### config.mk
export PLATFORM = sky130hd
export DESIGN_NAME = img_mem_scheduler_flat
export DESIGN_NICKNAME = d
export VERILOG_FILES = /design/src/rtl/img_mem_scheduler_if.sv /design/src/rtl/img_mem_scheduler.sv /design/src/flat_wrapper.sv
export SDC_FILE = /design/constraint.sdc
export NUM_CORES = 1
export LEC_CHECK = 0
export CAP_MARGIN = 40
export CORE_MARGIN = 5
export CORE_UTILIZATION = 37
export CTS_CLUSTER_DIAMETER = 30
export DETAILED_ROUTE_END_ITERATION = 8
export GPL_TIMING_DRIVEN = 0
export PLACE_DENSITY_LB_ADDON = 0.05
export SYNTH_ARGS = -nofsm -noshare
export SYNTH_HDL_FRONTEND = slang
export SYNTH_SLANG_ARGS = --single-unit
export TNS_END_PERCENT = 20
### constraint.sdc
create_clock -name clk -period 2.51 [get_ports clk]
set_input_delay 0.6275 -clock clk [delete_from_list [all_inputs] [get_ports clk]]
set_output_delay 0.6275 -clock clk [all_outputs]
set_load 0.1 [all_outputs]
### src/rtl/img_mem_scheduler_if.sv
// Engine-side access bus for img_mem_scheduler: a held request with a
// one-cycle grant, plus a read-data strobe that arrives two cycles after the grant.
interface img_mem_if;
    logic        eng_req;
    logic        eng_we;
    logic [15:0] eng_addr;
    logic [2:0]  eng_wdata;
    logic        eng_gnt;
    logic        eng_rvalid;
    logic [2:0]  eng_rdata;

    modport master (
        output eng_req, eng_we, eng_addr, eng_wdata,
        input  eng_gnt, eng_rvalid, eng_rdata
    );

    modport slave (
        input  eng_req, eng_we, eng_addr, eng_wdata,
        output eng_gnt, eng_rvalid, eng_rdata
    );
endinterface

### src/rtl/img_mem_scheduler.sv
// Shares one single-port 64Kx3 image RAM between the VGA display fetch, which
// has priority, and the equalizer engine. Engine passes may only start at vertical blank.
module img_mem_scheduler #(
    parameter int IMG_X0   = 126,
    parameter int IMG_Y0   = 151,
    parameter int IMG_W    = 254,
    parameter int IMG_H    = 254,
    parameter int V_ACTIVE = 480
) (
    input  logic        clk,
    input  logic        rst,
    input  logic        pix_tick,
    input  logic [9:0]  X,
    input  logic [9:0]  Y,
    output logic [2:0]  disp_pixel,
    output logic        disp_in_img,
    img_mem_if.slave    eng,
    input  logic        pass_req,
    output logic        pass_go,
    input  logic        pass_done,
    output logic        busy,
    output logic [15:0] mem_addr,
    output logic        mem_we,
    output logic [2:0]  mem_wdata,
    input  logic [2:0]  mem_rdata
);
    localparam logic [9:0] X_LO  = 10'(IMG_X0);
    localparam logic [9:0] X_HI  = 10'(IMG_X0 + IMG_W);
    localparam logic [9:0] Y_LO  = 10'(IMG_Y0);
    localparam logic [9:0] Y_HI  = 10'(IMG_Y0 + IMG_H);
    localparam logic [9:0] V_ACT = 10'(V_ACTIVE);

    typedef enum logic [1:0] {IDLE, ARMED, RUN} pass_state_t;

    pass_state_t state, state_nxt;
    logic        disp_cyc;
    logic [15:0] disp_addr;
    logic [15:0] addr_q;
    logic        disp_rd_q;
    logic        blank_tick_q;
    logic        eng_rd_q;
    logic [9:0]  y_prev;
    logic        vb_rise;

    assign disp_cyc  = pix_tick && (X >= X_LO) && (X < X_HI) && (Y >= Y_LO) && (Y < Y_HI);
    assign disp_addr = {8'(Y - Y_LO), 8'(X - X_LO)};
    assign vb_rise   = (Y >= V_ACT) && (y_prev < V_ACT);
    assign busy      = (state != IDLE);

    // NOTE: every always_comb output gets a default first, so no path can infer a latch.
    always_comb begin
        mem_addr    = addr_q;
        mem_we      = 1'b0;
        mem_wdata   = '0;
        eng.eng_gnt = 1'b0;
        if (disp_cyc) begin
            mem_addr = disp_addr;
        end else if (eng.eng_req) begin
            eng.eng_gnt = 1'b1;
            mem_addr    = eng.eng_addr;
            mem_we      = eng.eng_we;
            mem_wdata   = eng.eng_wdata;
        end
    end

    always_comb begin
        state_nxt = state;
        pass_go   = 1'b0;
        case (state)
            IDLE:    if (pass_req) state_nxt = ARMED;
            ARMED:   if (vb_rise) begin
                         state_nxt = RUN;
                         pass_go   = 1'b1;
                     end
            RUN:     if (pass_done) state_nxt = IDLE;
            default: state_nxt = IDLE;
        endcase
    end

    // NOTE: state is updated with non-blocking assignments so every register samples pre-edge values.
    always_ff @(posedge clk or negedge rst) begin
        if (!rst) begin
            state          <= IDLE;
            addr_q         <= '0;
            disp_rd_q      <= 1'b0;
            blank_tick_q   <= 1'b0;
            eng_rd_q       <= 1'b0;
            y_prev         <= '0;
            disp_pixel     <= '0;
            disp_in_img    <= 1'b0;
            eng.eng_rvalid <= 1'b0;
            eng.eng_rdata  <= '0;
        end else begin
            state        <= state_nxt;
            addr_q       <= mem_addr;
            y_prev       <= Y;
            disp_rd_q    <= disp_cyc;
            blank_tick_q <= pix_tick && !disp_cyc;
            eng_rd_q     <= eng.eng_gnt && !eng.eng_we;

            // RAM data for an access issued last cycle is valid now; capture it for its owner
            if (disp_rd_q) begin
                disp_pixel  <= mem_rdata;
                disp_in_img <= 1'b1;
            end else if (blank_tick_q) begin
                disp_in_img <= 1'b0;
            end

            eng.eng_rvalid <= eng_rd_q;
            if (eng_rd_q) eng.eng_rdata <= mem_rdata;
        end
    end
endmodule
### src/flat_wrapper.sv
// flat-port wrapper written by rule: the top's interface ports become plain ports
module img_mem_scheduler_flat 
#(
    parameter int IMG_X0   = 126,
    parameter int IMG_Y0   = 151,
    parameter int IMG_W    = 254,
    parameter int IMG_H    = 254,
    parameter int V_ACTIVE = 480
)
  (clk, rst, pix_tick, X, Y, disp_pixel, disp_in_img, pass_req, pass_go, pass_done, busy, mem_addr, mem_we, mem_wdata, mem_rdata, eng_eng_req, eng_eng_we, eng_eng_addr, eng_eng_wdata, eng_eng_gnt, eng_eng_rvalid, eng_eng_rdata);
  img_mem_if eng_i ();
  input  logic clk;
  input  logic rst;
  input  logic pix_tick;
  input  logic [9:0] X;
  input  logic [9:0] Y;
  output logic [2:0] disp_pixel;
  output logic disp_in_img;
  input  logic pass_req;
  output logic pass_go;
  input  logic pass_done;
  output logic busy;
  output logic [15:0] mem_addr;
  output logic mem_we;
  output logic [2:0] mem_wdata;
  input  logic [2:0] mem_rdata;
  input wire logic [$bits(eng_i.eng_req)-1:0] eng_eng_req;
  input wire logic [$bits(eng_i.eng_we)-1:0] eng_eng_we;
  input wire logic [$bits(eng_i.eng_addr)-1:0] eng_eng_addr;
  input wire logic [$bits(eng_i.eng_wdata)-1:0] eng_eng_wdata;
  output wire logic [$bits(eng_i.eng_gnt)-1:0] eng_eng_gnt;
  output wire logic [$bits(eng_i.eng_rvalid)-1:0] eng_eng_rvalid;
  output wire logic [$bits(eng_i.eng_rdata)-1:0] eng_eng_rdata;
  assign eng_i.eng_req = eng_eng_req;
  assign eng_i.eng_we = eng_eng_we;
  assign eng_i.eng_addr = eng_eng_addr;
  assign eng_i.eng_wdata = eng_eng_wdata;
  assign eng_eng_gnt = eng_i.eng_gnt;
  assign eng_eng_rvalid = eng_i.eng_rvalid;
  assign eng_eng_rdata = eng_i.eng_rdata;
  img_mem_scheduler #(.IMG_X0(IMG_X0), .IMG_Y0(IMG_Y0), .IMG_W(IMG_W), .IMG_H(IMG_H), .V_ACTIVE(V_ACTIVE)) u_core (.clk(clk), .rst(rst), .pix_tick(pix_tick), .X(X), .Y(Y), .disp_pixel(disp_pixel), .disp_in_img(disp_in_img), .eng(eng_i), .pass_req(pass_req), .pass_go(pass_go), .pass_done(pass_done), .busy(busy), .mem_addr(mem_addr), .mem_we(mem_we), .mem_wdata(mem_wdata), .mem_rdata(mem_rdata));
endmodule
After elaboration in Yosys (flattened, before gate mapping)
Cells that the tools add are included.
Operators by class
  mux-type cells: 16
  magnitude comparators: 6
  reduce and logical (&&, ||, !) cells: 13
  add/sub/neg operators: 2
  equal/unequal tests: 5
Operators by type and width (count)
  $mux 16: 2
  $lt 10x9->1 const B: 3
  $ge 10x7->1 const B: 1
  $ge 10x8->1 const B: 1
  $ge 10x9->1 const B: 1
  $mux 1: 8
  $sub 8x7->8 const B: 1
  $sub 8x8->8 const B: 1
  $logic_and 1x1->1: 7
  $mux 2: 3
  $mux 3: 2
  $pmux 2 s3: 1
  $ne 2x2->1 const B: 2
  $reduce_bool 2->1: 2
  $reduce_and 3->1: 1
  $eq 2x1->1 const B: 1
  $eq 2x2->1 const B: 1
  $logic_not 1->1: 2
  $logic_not 2->1: 1
  $ne 2x1->1 const B: 1
Storage, ports and cells
  register bits after elaboration: 39
  bits of input ports: 49
  word-level logic and storage cells: 52
  output and inout bits: 31

Depth between registers and ports, before layout
  word-level depth: 7
  gate-level depth with buffers: 9
  depth with buffers taken out: 7

Least setup slack after synthesis
No wires, ideal clock.
  kind: input -> output
  start point: input port Y[0]
  end point: output port mem_addr[11]
  slack: -2.066 ns
  arrival time: 3.949 ns
  stages on the path: 8
  data required time: 1.882 ns
  path buffers: 2
  cells stage by stage: ha_1 > a21o_1 > a21oi_2 > a2111oi_4 > and3_1 > buf_6 > buf_8 > o21ai_0
On the way
  word-level cells in the longest chain between the ends: 4
  elaborated cells on any way between the ends: 6
  classes of those cells: 1 x add/sub; 2 x order compare; 1 x mux; 2 x reduce/logical
RTL lines
  start, declared: RTL line flat_wrapper.sv:16  | input logic [9:0] Y;
  $ge 10x8->1: RTL line img_mem_scheduler.sv:45  | assign disp_cyc = pix_tick && (X >= X_LO) && (X < X_HI) && (Y >= Y_LO) && (Y < Y_HI);
  $logic_and 1x1->1: RTL line img_mem_scheduler.sv:45
  $logic_and 1x1->1 (*): RTL line img_mem_scheduler.sv:45
  via u_core.disp_cyc: RTL line img_mem_scheduler.sv:36  | logic disp_cyc;
  $mux 16 (*): RTL line img_mem_scheduler.sv:56  | if (disp_cyc) begin
  end, declared: RTL line flat_wrapper.sv:23  | output logic [15:0] mem_addr;
Mark *: on every way through the listed nets, which the timed path passes. The rest lies on a longest branch.

Worst setup path after layout
  start point: input port Y[0]
  end point: output port mem_addr[12]
Same word-level chain as after synthesis.

==> metrics <==
outcome finished with violations; violations in the final reports setup timing; max-slew violation count 0; antenna diode count 0; Max IR drop VDD 0.344 mV; largest net degree at the start of global routing 35; Register-to-Register Path Depth 3; met1 Use GR 19.8%; clock tree from TritonCTS yes; clock latency on the worst-skew pair 0.28 ns; achievable frequency 320 MHz; CP Max Fanout 7; worst reg2reg path endpoint u_core.state[1]; Vert. Die Dim 78.9 µm; final hold violation count 0; Hold-fix buffers, CTS 0; Total Nets Final 312; total of fill cells in the finished design 280; via-per-instance ratio 5.01; fraction of layout instances using a drive strength above 1 44.6%; most used cells in the layout excluding fill and tap cells sky130_fd_sc_hd__clkdlybuf4s50_1, sky130_fd_sc_hd__dfrtp_1, sky130_fd_sc_hd__buf_12; final core utilization 74.9%; Pwr Density 657 nW/µm²; syn nets 194; sequential-to-total area share from yosys stat 48.4%; max incr delay on CP 0.39 ns; wirelength, routed 5110 µm; cell with the biggest individual delay on the critical path sky130_fd_sc_hd__a2111oi_4; type of the setup path with the least slack in -> out; core box area 4660 µm²; global-route wire length before repair 8490 µm; element type at the critical path end output port; startpoint of the worst-slack reg-to-reg timing path u_core.y_prev[7]; number of maximum-capacitance violations 0; library cell appearing most often on the critical path sky130_fd_sc_hd__buf_12; static leakage 0.00151 µW; transition time at the pin with the least slew margin 0.776 ns; row cnt 25; crit share post-route 125%; via total after detailed routing 1573; first element of the critical path Y[0]; ports placed on the boundary 80; worst path arrival time 2.50 ns; Routed Antenna Nets 0; gpl congestion 0.770; busiest layer in global routing met2; count of clock tree sinks 34; CTS clock-pin slew for the worst setup and hold paths 0.07 ns; final critical delay including setup and external delays 3.13 ns; global-route met3 utilization 3.51%; total DRC errors in the routed layout 0; worst max-slew margin expressed relative to the limit 48.3%; number of buffers added by the clock tree synthesis step 5; worst-path cell chain buf_8 > ha_4 > a21o_1 > a21oi_4 > a2111oi_4 > and3_4 > buf_12 > mux2i_4 > buf_2 > buf_12; placed wire-length estimate after detailed placement 3940 µm; register-to-register setup slack 1.42 ns; starting density of the core 37.7%; most common library cell in the layout ignoring fill and taps sky130_fd_sc_hd__clkdlybuf4s50_1; H-tree depth reported by CTS 2; setup repair after global routing missed its margin yes; cells after synthesis 141; number of violations reported at the end of detailed-routing iteration 0 26; total of buffers placed on input and output ports 78; first-pass iteration count of the detailed router 4; die outline width 78.9 µm; area of the die 6230 µm²; Min-Delay Path Class in -> async; gr usage total 17.5%; setup slack after layout -0.616 ns; total congestion overflow 0; startpoint type of the worst setup path input port; Area Growth Syn to Fin 98.7%; final setup vio count 21; clock tree root driver cell sky130_fd_sc_hd__clkbuf_8; Routed WL per cell 16.3 µm; GR Util met2 33.7%; mapped cell area 1760 µm²; Avg Inst Size Synth 12.5 µm²; critical path capture point mem_addr[12]; deepest clock path buffer count 2; FF+latch count, synth 34; required time reported for the critical path endpoint 1.88 ns; overall power of the completed layout 2290 µW; clock skew 0.00481 ns; initial antenna violation count 0; warning count from the yosys run 0; post-synthesis cell type count 32; vias in the first global route 1811
-- critical path, delay by kind of cell --
| family | cells | cell delay, ns |
|---|---|---|
| adders and majority gates | 1 | 0.12 |
| muxes | 1 | 0.23 |
| buffers and inverters | 4 | 0.57 |
| AOI/OAI and AO/OA | 3 | 0.64 |
| and+or+nand+nor | 1 | 0.30 |
-- through the flow --
step	hold slack (ns)	instances	setup TNS, ns	area (µm²)	setup slack (ns)
after CTS	0.446	314	-11.17	3490	-0.657
after global routing	0.479	314	-13.05	3490	-0.710
final	0.425	314	-11.44	3490	-0.616
after detailed placement	0.449	304	-45.19	3300	-1.85
after global placement	0.436	273	-52.68	2830	-2.21
after floorplan	0.332	141	-16.07	1980	-0.712
-- Yosys cell counts --
cell type	n	area (µm²)
sky130_fd_sc_hd__and3_1	3	18.8
sky130_fd_sc_hd__nand3_1	1	5.00
sky130_fd_sc_hd__nand4_1	7	43.8
sky130_fd_sc_hd__o21ai_0	4	20.0
sky130_fd_sc_hd__ha_1	4	50.1
sky130_fd_sc_hd__nor2b_1	3	18.8
sky130_fd_sc_hd__a2111oi_4	1	27.5
sky130_fd_sc_hd__buf_12	1	20.0
sky130_fd_sc_hd__or2_2	2	12.5
sky130_fd_sc_hd__dfrtp_1	34	851
sky130_fd_sc_hd__nor3_1	3	15.0
sky130_fd_sc_hd__mux2i_1	29	290
sky130_fd_sc_hd__and3b_1	4	35.0
sky130_fd_sc_hd__nor2_1	3	11.3
sky130_fd_sc_hd__nor3b_1	3	22.5
sky130_fd_sc_hd__xor2_1	4	35.0
sky130_fd_sc_hd__and4b_1	1	10.0
sky130_fd_sc_hd__mux2_2	6	67.6
sky130_fd_sc_hd__o21a_1	1	7.51
sky130_fd_sc_hd__buf_6	1	11.3
sky130_fd_sc_hd__a21oi_2	1	8.76
sky130_fd_sc_hd__and2_1	1	6.26
sky130_fd_sc_hd__xnor2_1	7	61.3
sky130_fd_sc_hd__inv_1	3	11.3
sky130_fd_sc_hd__nand2_1	2	7.51
sky130_fd_sc_hd__clkbuf_1	3	11.3
sky130_fd_sc_hd__o2111ai_1	2	17.5
sky130_fd_sc_hd__a41oi_1	1	8.76
sky130_fd_sc_hd__a311oi_1	1	8.76
sky130_fd_sc_hd__buf_8	1	15.0
sky130_fd_sc_hd__a21o_1	3	22.5
sky130_fd_sc_hd__o21ai_1	1	5.00
-- flip-flops by register name, summed over array words and instances, names as in the netlist --
| register | count |
|---|---|
| u_core.disp_pixel | 3 |
| u_core.eng.eng_rvalid | 1 |
| u_core.disp_in_img | 1 |
| u_core.disp_rd_q | 1 |
| u_core.addr_q | 16 |
| u_core.state | 2 |
| u_core.eng.eng_rdata | 3 |
| u_core.eng_rd_q | 1 |
| u_core.blank_tick_q | 1 |
| u_core.y_prev | 5 |
-- routing by layer --
| metal | vias to the layer above | wire (µm) |
|---|---|---|
| li1 | 752 | - |
| met1 | 767 | 1920 |
| met2 | 47 | 2880 |
| met3 | 7 | 250 |
| met4 | 0 | 58 |
| met5 | - | 0 |
-- power by group --
part,internal (µW),total [µW],switching (µW)
Sequential,619,651,31.9
Combinational,488,1230,742
Clock,221,411,190
-- timing repair --
item,in CTS,in global routing
pin swaps,11,5
gates resized for setup,130,7
buffers inserted,15,5
setup endpoints to repair,40,22
cloned,0,0
-- worst min-delay path by stage --
| stage | cells past startpoint | slack (ns) | start | endpoint |
|---|---|---|---|---|
| 2_1_floorplan | 0 | 0.33 | rst | u_core.addr_q[0] |
| 3_3_place_gp | 0 | 0.44 | u_core.eng_rd_q | u_core.eng.eng_rvalid |
| 3_5_place_dp | 0 | 0.45 | u_core.eng_rd_q | u_core.eng.eng_rvalid |
| 4_1_cts | 1 | 0.45 | rst | u_core.addr_q[6] |
| 5_1_grt | 0 | 0.48 | u_core.eng_rd_q | u_core.eng.eng_rvalid |
| 6_report | 1 | 0.43 | rst | u_core.y_prev[7] |
-- layout make-up --
class | count | area [µm²] | share of cell area [%]
Sequential cell | 34 | 851 | 24.4
Clock buffer | 7 | 86.3 | 2.47
Tap cell | 54 | 67.6 | 1.94
Multi-Input combinational cell | 98 | 1110 | 31.7
Buffer | 5 | 51.3 | 1.47
Inverter | 3 | 11.3 | 0.323
Timing Repair Buffer | 112 | 1310 | 37.6
Clock inverter | 1 | 5.00 | 0.143
-- cell families after synthesis --
kind of cell	share of synthesized area (%)
multiplexers	20.4
flip-flops	48.4
AND/OR/NAND/NOR	11.8
AO/OA/AOI/OAI	7.19
XOR/XNOR	5.48
buffers and inverters	3.92
adder cells (fa/ha/maj)	2.85
Power figures use the tool's default switching activity.
